==> src/rtl/ram_read_cmd_arbiter.sv <==
// Round-robin arbiter sharing one registered read-command stream among NUM_REQ requesters.
// Chains hold the grant until a chain-end command; per-requester issued-command counters.
module ram_read_cmd_arbiter #(
  parameter int unsigned NUM_REQ = 4,
  parameter int unsigned CMD_W   = 97,
  parameter int unsigned CNT_W   = 16
) (
  input  logic                       clk_100_clk,
  input  logic                       reset_reset_n,
  input  logic [NUM_REQ-1:0]         req_tvalid,
  input  logic [NUM_REQ*CMD_W-1:0]   req_tdata,
  output logic [NUM_REQ-1:0]         req_tready,
  output logic                       cmd_tvalid,
  output logic [CMD_W-1:0]           cmd_tdata,
  input  logic                       cmd_tready,
  output logic [2:0]                 grant_id,
  output logic                       busy,
  output logic [NUM_REQ*CNT_W-1:0]   issued_count
);

  localparam int unsigned IW = $clog2(NUM_REQ);

  typedef enum logic {IDLE, GRANTED} state_t;

  state_t                   r_state, w_state_nxt;
  logic [IW-1:0]            r_grant, r_last_grant, w_sel;
  logic                     w_any, w_load, w_chain_end, w_slot_free;
  logic [CMD_W-1:0]         w_gdata;
  logic                     r_cmd_tvalid;
  logic [CMD_W-1:0]         r_cmd_tdata;
  logic [NUM_REQ*CNT_W-1:0] r_count;

  // Search starts one past the last chain's owner and wraps.
  always_comb begin
    w_any = 1'b0;
    w_sel = r_last_grant;
    for (int unsigned k = 1; k <= NUM_REQ; k++) begin
      if (!w_any && req_tvalid[IW'((32'(r_last_grant) + k) % NUM_REQ)]) begin
        w_any = 1'b1;
        w_sel = IW'((32'(r_last_grant) + k) % NUM_REQ);
      end
    end
  end

  always_comb begin
    w_gdata = '0;
    for (int unsigned i = 0; i < NUM_REQ; i++) begin
      if (r_grant == IW'(i)) w_gdata = req_tdata[i*CMD_W +: CMD_W];
    end
  end

  assign w_slot_free = ~r_cmd_tvalid | cmd_tready;
  assign w_load      = (r_state == GRANTED) & req_tvalid[r_grant] & w_slot_free;
  assign w_chain_end = w_load & w_gdata[CMD_W-1];

  always_comb begin
    req_tready = '0;
    if (r_state == GRANTED) req_tready[r_grant] = w_slot_free;
  end

  always_comb begin
    w_state_nxt = r_state;
    case (r_state)
      IDLE:    if (w_any)       w_state_nxt = GRANTED;
      GRANTED: if (w_chain_end) w_state_nxt = IDLE;
      default:                  w_state_nxt = IDLE;
    endcase
  end

  always_ff @(posedge clk_100_clk or negedge reset_reset_n) begin
    if (!reset_reset_n) r_state <= IDLE;
    else                r_state <= w_state_nxt;
  end

  always_ff @(posedge clk_100_clk or negedge reset_reset_n) begin
    if (!reset_reset_n) begin
      r_grant      <= '0;
      r_last_grant <= IW'(NUM_REQ - 1);
      r_cmd_tvalid <= 1'b0;
      r_cmd_tdata  <= '0;
      r_count      <= '0;
    end else begin
      if (r_state == IDLE && w_any) r_grant <= w_sel;
      if (w_chain_end)              r_last_grant <= r_grant;
      // A load in the same cycle as a drain keeps the slot full with the new command.
      if (w_load) begin
        r_cmd_tvalid <= 1'b1;
        r_cmd_tdata  <= w_gdata;
      end else if (cmd_tready) begin
        r_cmd_tvalid <= 1'b0;
      end
      for (int unsigned i = 0; i < NUM_REQ; i++) begin
        if (w_load && r_grant == IW'(i))
          r_count[i*CNT_W +: CNT_W] <= r_count[i*CNT_W +: CNT_W] + CNT_W'(1);
      end
    end
  end

  assign cmd_tvalid   = r_cmd_tvalid;
  assign cmd_tdata    = r_cmd_tdata;
  assign grant_id     = 3'(r_grant);
  assign busy         = (r_state == GRANTED) | r_cmd_tvalid;
  assign issued_count = r_count;

endmodule
==> config.mk <==
export PLATFORM = sky130hd
export DESIGN_NAME = ram_read_cmd_arbiter
export DESIGN_NICKNAME = d
export VERILOG_FILES = /design/src/rtl/ram_read_cmd_arbiter.sv
export SDC_FILE = /design/constraint.sdc
export NUM_CORES = 1
export LEC_CHECK = 0
export ABC_AREA = 1
export BUFFER_PORTS_ARGS = -buffer_cell sky130_fd_sc_hd__buf_4
export CAP_MARGIN = 30
export CELL_PAD_IN_SITES_DETAIL_PLACEMENT = 0
export CELL_PAD_IN_SITES_GLOBAL_PLACEMENT = 1
export CORE_AREA = 2 2 219 221
export DETAILED_ROUTE_END_ITERATION = 16
export DIE_AREA = 0 0 221 223
export PLACE_DENSITY = 0.64
export SYNTH_ARGS = -nofsm -noshare
export SYNTH_HDL_FRONTEND = slang
export SYNTH_SLANG_ARGS = --single-unit
==> constraint.sdc <==
create_clock -name clk_100_clk -period 2.3 [get_ports clk_100_clk]
set_clock_uncertainty 0.1 [all_clocks]
set_input_delay 0.23 -clock clk_100_clk [delete_from_list [all_inputs] [get_ports clk_100_clk]]
set_output_delay 0.23 -clock clk_100_clk [all_outputs]
set_load 0.1 [all_outputs]
==> out/metrics.yaml, run 1 <==
status: "complete, no violations"
cts_setup_buffers: 0
wl_per_cell_um: 17.14
antenna_found_initial: 4
antenna_left: 0
worst_pin_slew_ps: 680.4
layout_common_cells: "nand2_1 (578), buf_4 (570), dlygate4sd3_1 (257)"
yosys_warnings: 0
fin_crit_sh: 0.9550
ys_seq_area_frac: 0.4275
switching_share: 0.6115
pre_cts_ws_ps: 82.10
setup_viol: 0
instances_no_fill: 2829
rr_endpoint: "r_state"
power_w: 0.02705
synthCells: 1412
start_util: 0.2075
p_int_w: 0.01051
drt_iter0_markers: 775
hp-start: "req_tdata[97]"
final_common_cell: "nand2_1"
die_x_um: 221
dp_hpwl_um: 36520
drt-vias-per-instance: 4.431
rsz0062_at_grt: "no"
drc: 0
yosys_register_bits: 167
slew_headroom: 0.5464
start_kind: "flop"
overflow: 0
cts_sinks: 167
place_area_um2: 14800
postRouteWirelength_um: 48500
root_buffer: "clkbuf_16"
cp.required_ps: 1970
arrival_ps: 1870
grt_max_degree: 75
grt_pass1_wl_um: 73100
synth_fp_nets: 1811
portBuffers: 563
grt_util_all_layers: 0.1924
clk_pin_slew_ps: 70
dr.pass1.iters: 5
powerDensity_nw_per_um2: 1500
r2r_slack_ps: 190
areaGrowthSynthToFinish_pct: 84.33
crit_path_end_kind: "primary output"
ys_types: 30
dieArea_um2: 49280
synth.avg_cell_area_um2: 6.928
fin_nets: 2596
report.final.slew_viol_count: 0
final_layout_size_suffix_gt1_frac: 0.2919
maxClockFrequency_mhz: 455.3
design.core.area_um2: 47150
critPathKind: "reg2out"
r2r_cells: 9
rows: 80
hold_viol: 0
ir_drop_mv: 1.351
die_height_um: 223
grt_pass1_vias: 12850
seqPwrFrac: 0.192
worstReg2RegStart: "r_grant[0]"
synth.cell_area_um2: 9782
period_minus_slack_ps: 2197
insertion_delay_ps: 490
max_cap_violations: 0
ios: 565
p_comb_frac: 0.690
whs_path_depth: 5
cp_max_fo: 15
gp_congestion: 0.8989
ctsLongestPathBuffers: 2
hold_end: "cmd_tdata[0]"
cts_tree: "done"
hold_path.class: "in2reg"
vias: 12540
stdcell_area_um2: 18030
cts_buffers: 17
dp_cells: 2536
leakage_nw: 8.880
p_sw_w: 0.01654
layout_setup_ws_ps: 103.4
clkPwrFrac: 0.118
htree_num_levels: 4
## what timing repair did
item | 4_1_cts | 5_1_grt
cloned | 0 | 0
endpoints found under the setup margin | 2 | 39
hold buffers | 257 | 0
endpoints found under the hold margin | 267 | 0
resized for setup | 6 | 2
pin swaps | 0 | 1
## critical path, stage by stage (launching register included)
cell and delay (ps):
dfrtp_4 530, nor2_4 130, buf_4 270, inv_2 70, nor2_4 130, buf_6 240
## through the flow
step,hold slack (ps),utilization,setup TNS (ps)
after global placement,65.19,0.3139,0
after CTS,0.06245,0.3821,0
after global routing,29.79,0.3825,0
after floorplan,-165.6,-,-542.1
after detailed placement,68.86,0.3139,0
final,29.63,0.3825,0
## Yosys cell counts (all sizes together)
cell type	n	area (µm²)
inv	67	251.5
ha	4	50.05
dfstp	2	52.55
xnor2	12	105.1
or2	2	12.51
conb	1	3.750
nand4	10	62.56
nand2	589	2231
o21ai	130	650.6
and2	2	12.51
nor3	27	135.1
a21oi	98	494.2
clkinv	1	3.750
clkbuf	36	135.1
o211ai	2	15.01
nand3	135	675.7
buf	38	207.7
dfrtp	165	4129
xor2	39	341.6
nor2	52	212.7
## registers in the layout, indices dropped and copies added, names as in the netlist
name          count
cmd_tdata        97
cmd_tvalid        1
issued_count     64
r_grant           2
r_last_grant      2
r_state           1
## per-layer routing
| metal | up-vias | GRT usage | wire length (µm) |
|---|---|---|---|
| li1 | 6118 | - | - |
| met1 | 5902 | 0.2212 | 19640 |
| met2 | 416 | 0.3304 | 24080 |
| met3 | 100 | 0.05255 | 2804 |
| met4 | 0 | 0.09223 | 1975 |
| met5 | - | 0 | 0 |
## power by group through the flow
stage | sequential [W] | clock (W) | combinational, W
2_1_floorplan | 0.0131 | 0 | 0.00553
3_3_place_gp | 0.00520 | 0 | 0.0183
3_5_place_dp | 0.00522 | 0 | 0.0183
4_1_cts | 0.00521 | 0.00331 | 0.0188
5_1_grt | 0.00539 | 0.00340 | 0.0198
6_report | 0.00520 | 0.00319 | 0.0187
## how the worst max path moves through the flow
stage	from	to	slack (ps)	cells past startpoint
CTS	r_grant[0]	req_tready[2]	8	5
detailed placement	r_grant[0]	cmd_tdata[38]	80	5
floorplan	r_grant[0]	issued_count[41]	-60	8
global placement	r_grant[0]	cmd_tdata[20]	130	5
global route	r_grant[1]	req_tready[2]	6	6
finish	r_grant[0]	req_tready[0]	100	5
## final cells by class
cell class	instances	area, µm²
Fill cell	4889	29110
Inverter	68	257.7
Clock buffer	24	471.7
Timing Repair Buffer	840	7094
Antenna cell	4	10.01
Clock inverter	8	146.4
Multi-Input combinational cell	1103	5089
Sequential cell	167	4193
Tap cell	615	769.5
## cells by family (layout without fill, tap and decap cells)
| logic type | after synthesis | in the layout | synth area share |
|---|---|---|---|
| AOI/OAI and AO/OA | 230 | 230 | 0.1186 |
| xor gates and xnor gates | 51 | 51 | 0.04566 |
| buffers and inverters | 142 | 940 | 0.06114 |
| adders and majority gates | 4 | 4 | 0.005117 |
| DFF | 167 | 167 | 0.4275 |
| and+or+nand+nor | 817 | 817 | 0.3416 |
| other | 1 | 5 | 0.0003834 |
Note: power is estimated with default switching activity, not from simulation.
==> run 2: changes to the inputs <==
- ABC_AREA: 1 -> default
- CORE_AREA: 2 2 219 221 -> 2 2 218 220
- DIE_AREA: 0 0 221 223 -> 0 0 220 222
- PLACE_DENSITY: 0.64 -> 0.57
==> run 2 against run 1 <==
Worst hold slack improved by 35 ps; critical path depth increased by 1; non-clock buffer count shrank 242; die area fell by 0.90%; sequential cell count did not move; maximum frequency up 0.78%; cell count down 36%; wire length is 14% lower; via count fell by 37%; critical path type is now reg2reg; largest cell class is now multi-input combinational cells; largest power group unchanged.
==> out/metrics.yaml, run 2 <==
leakage_nw: 7.220
htree_num_levels: 4
die_height_um: 222
rsz0062_at_grt: "yes"
max_cap_violations: 0
start_kind: "flop"
place_area_um2: 14750
arrival_ps: 2440
synth_fp_nets: 1023
synthTopCellsByArea: "dfrtp_1 (43%), mux4_2 (23%), mux2_4 (15%)"
routed.top_layer: "met4"
layout_setup_ws_ps: 120.4
grt_pass1_vias: 8744
cts_tree: "done"
dieArea_um2: 48840
yosys_warnings: 0
p_comb_frac: 0.685
die_x_um: 220
cp_max_fo: 35
postRouteWirelength_um: 41830
ir_drop_mv: 1.116
ys_top_cells_by_count: "dfrtp_1 (165), mux4_2 (98), mux2_4 (96)"
switching_share: 0.5397
start_util: 0.2099
grt_util_all_layers: 0.1718
clk_pin_slew_ps: 80
grt_pass1_wl_um: 59860
cts_sinks: 167
dr.pass1.iters: 4
fin_crit_sh: 0.9477
vias: 7957
drc: 0
root_buffer: "clkbuf_16"
synth.cell_area_um2: 9711
synthArstFlopShare: 1.000
stdcell_area_um2: 15450
hold_path.class: "in2reg"
antenna_left: 0
yosys_register_bits: 167
gp_congestion: 0.9130
p_int_w: 0.01185
dp_hpwl_um: 33520
synth_edf_count: 0
synthCells: 624
slew_headroom: 0.5953
grt_max_degree: 65
fin_nets: 1599
tns_ps: 0
wl_met3_um: 3821
final_common_cell: "buf_4"
p_sw_w: 0.01390
dr_wl_met2_um: 21160
yosysMostFrequentCell: "dfrtp_1"
report.final.slew_viol_count: 0
ctsLongestPathBuffers: 2
clkPwrFrac: 0.119
synth.avg_cell_area_um2: 15.56
yosysTopAreaCell: "dfrtp_1"
worst_pin_slew_ps: 607.1
rows: 79
drt-vias-per-instance: 4.372
areaGrowthSynthToFinish_pct: 59.10
synthFlopType: "dfrtp_1"
ys_seq_area_frac: 0.4306
insertion_delay_ps: 480
drt_iter0_markers: 355
crit_path_end_kind: "flop"
ys_types: 47
overflow: 0
layout_common_cells: "buf_4 (580), dfrtp_1 (144), mux4_2 (98)"
critPathKind: "reg2reg"
status: "complete, no violations"
final_layout_size_suffix_gt1_frac: 0.7082
synth_top_cell_area_share: 0.4252
cts_buffers: 17
setup_viol: 0
antenna_found_initial: 0
hold_viol: 0
diodes: 0
ios: 565
portBuffers: 563
m1WireLength_um: 15910
largest_reg_flops: 97
powerDensity_nw_per_um2: 1667
maxClockFrequency_mhz: 458.8
wl_per_cell_um: 22.98
period_minus_slack_ps: 2180
cp.required_ps: 2570
design.core.area_um2: 46260
seqPwrFrac: 0.196
pre_cts_ws_ps: 127.7
## run 2: cell count changes after synthesis, sizes merged, moves of 97 or more
cell / previous run / this run
mux4: 0 / 98
a21oi: 98 / 1
o21ai: 130 / 2
nand2: 589 / 30
mux2: 0 / 102
nand3: 135 / 27
## run 2: cell type report
class	instances	area (µm²)
clock buffer	18	439.2
timing repair buffer	598	4682
clock inverter	14	163.9
tap	607	759.5
inverter	5	18.77
sequential	167	4213
fill	4641	30810
multi-input combinational	411	5174
## run 2: worst max-delay path: stages (launching register included)
cell and delay, ps:
dfrtp_4 570, bufbuf_16 350, nand4b_1 230, nor4_1 330, buf_4 200, nand4_1 110, xnor2_1 140
## run 2: worst paths after layout
path,startpoint,end,slack [ps],cells after the start
worst min-delay path,cmd_tready,cmd_tvalid,60,3
max in group asynchronous,reset_reset_n,cmd_tdata[48],1140,3
worst max register to register,r_grant[1],issued_count[26],120,6
min in group asynchronous,reset_reset_n,issued_count[62],230,2
worst max-delay path,r_grant[1],issued_count[26],120,6
worst min register to register,issued_count[15],issued_count[15],370,1
## run 2: timing repair
action	in CTS	in global routing
setup endpoints to repair	2	1
hold endpoints to repair	57	0
resized for setup	6	0
setup buffers	0	0
gates cloned	1	0
hold buffers	4	0
## run 2: metrics by stage
stage               hold WS [ps]    util  std cells  total power [W]
floorplan                 -165.6       -        624          0.01875
global placement           190.6  0.3189       1784          0.02270
detailed placement         197.6  0.3189       1784          0.02275
CTS                        3.803  0.3340       1820          0.02615
global route               58.58  0.3340       1820          0.02680
finish                     64.24  0.3340       1820          0.02575
## run 2: power by group through the flow
stage | clock, W | combinational, W | sequential (W)
after floorplan | 0 | 0.00640 | 0.0123
after detailed placement | 0 | 0.0177 | 0.00505
final | 0.00306 | 0.0176 | 0.00504
after global placement | 0 | 0.0176 | 0.00508
after CTS | 0.00323 | 0.0179 | 0.00505
after global routing | 0.00330 | 0.0183 | 0.00519
## run 2: per-layer routing
layer,vias to the layer above,GRT usage
met5,-,0
met4,0,0.06278
met3,46,0.05871
met2,359,0.2965
met1,3996,0.1950
li1,3556,-
## run 2: cell families after synthesis
logic type	count (synthesis)	synth area share
other	1	0.0003862
buffers and inverters	46	0.03917
DFF	167	0.4306
and+or+nand+nor	137	0.08105
AOI/OAI and AO/OA	7	0.004768
muxes	202	0.3847
xor gates and xnor gates	60	0.05412
adders and majority gates	4	0.005154
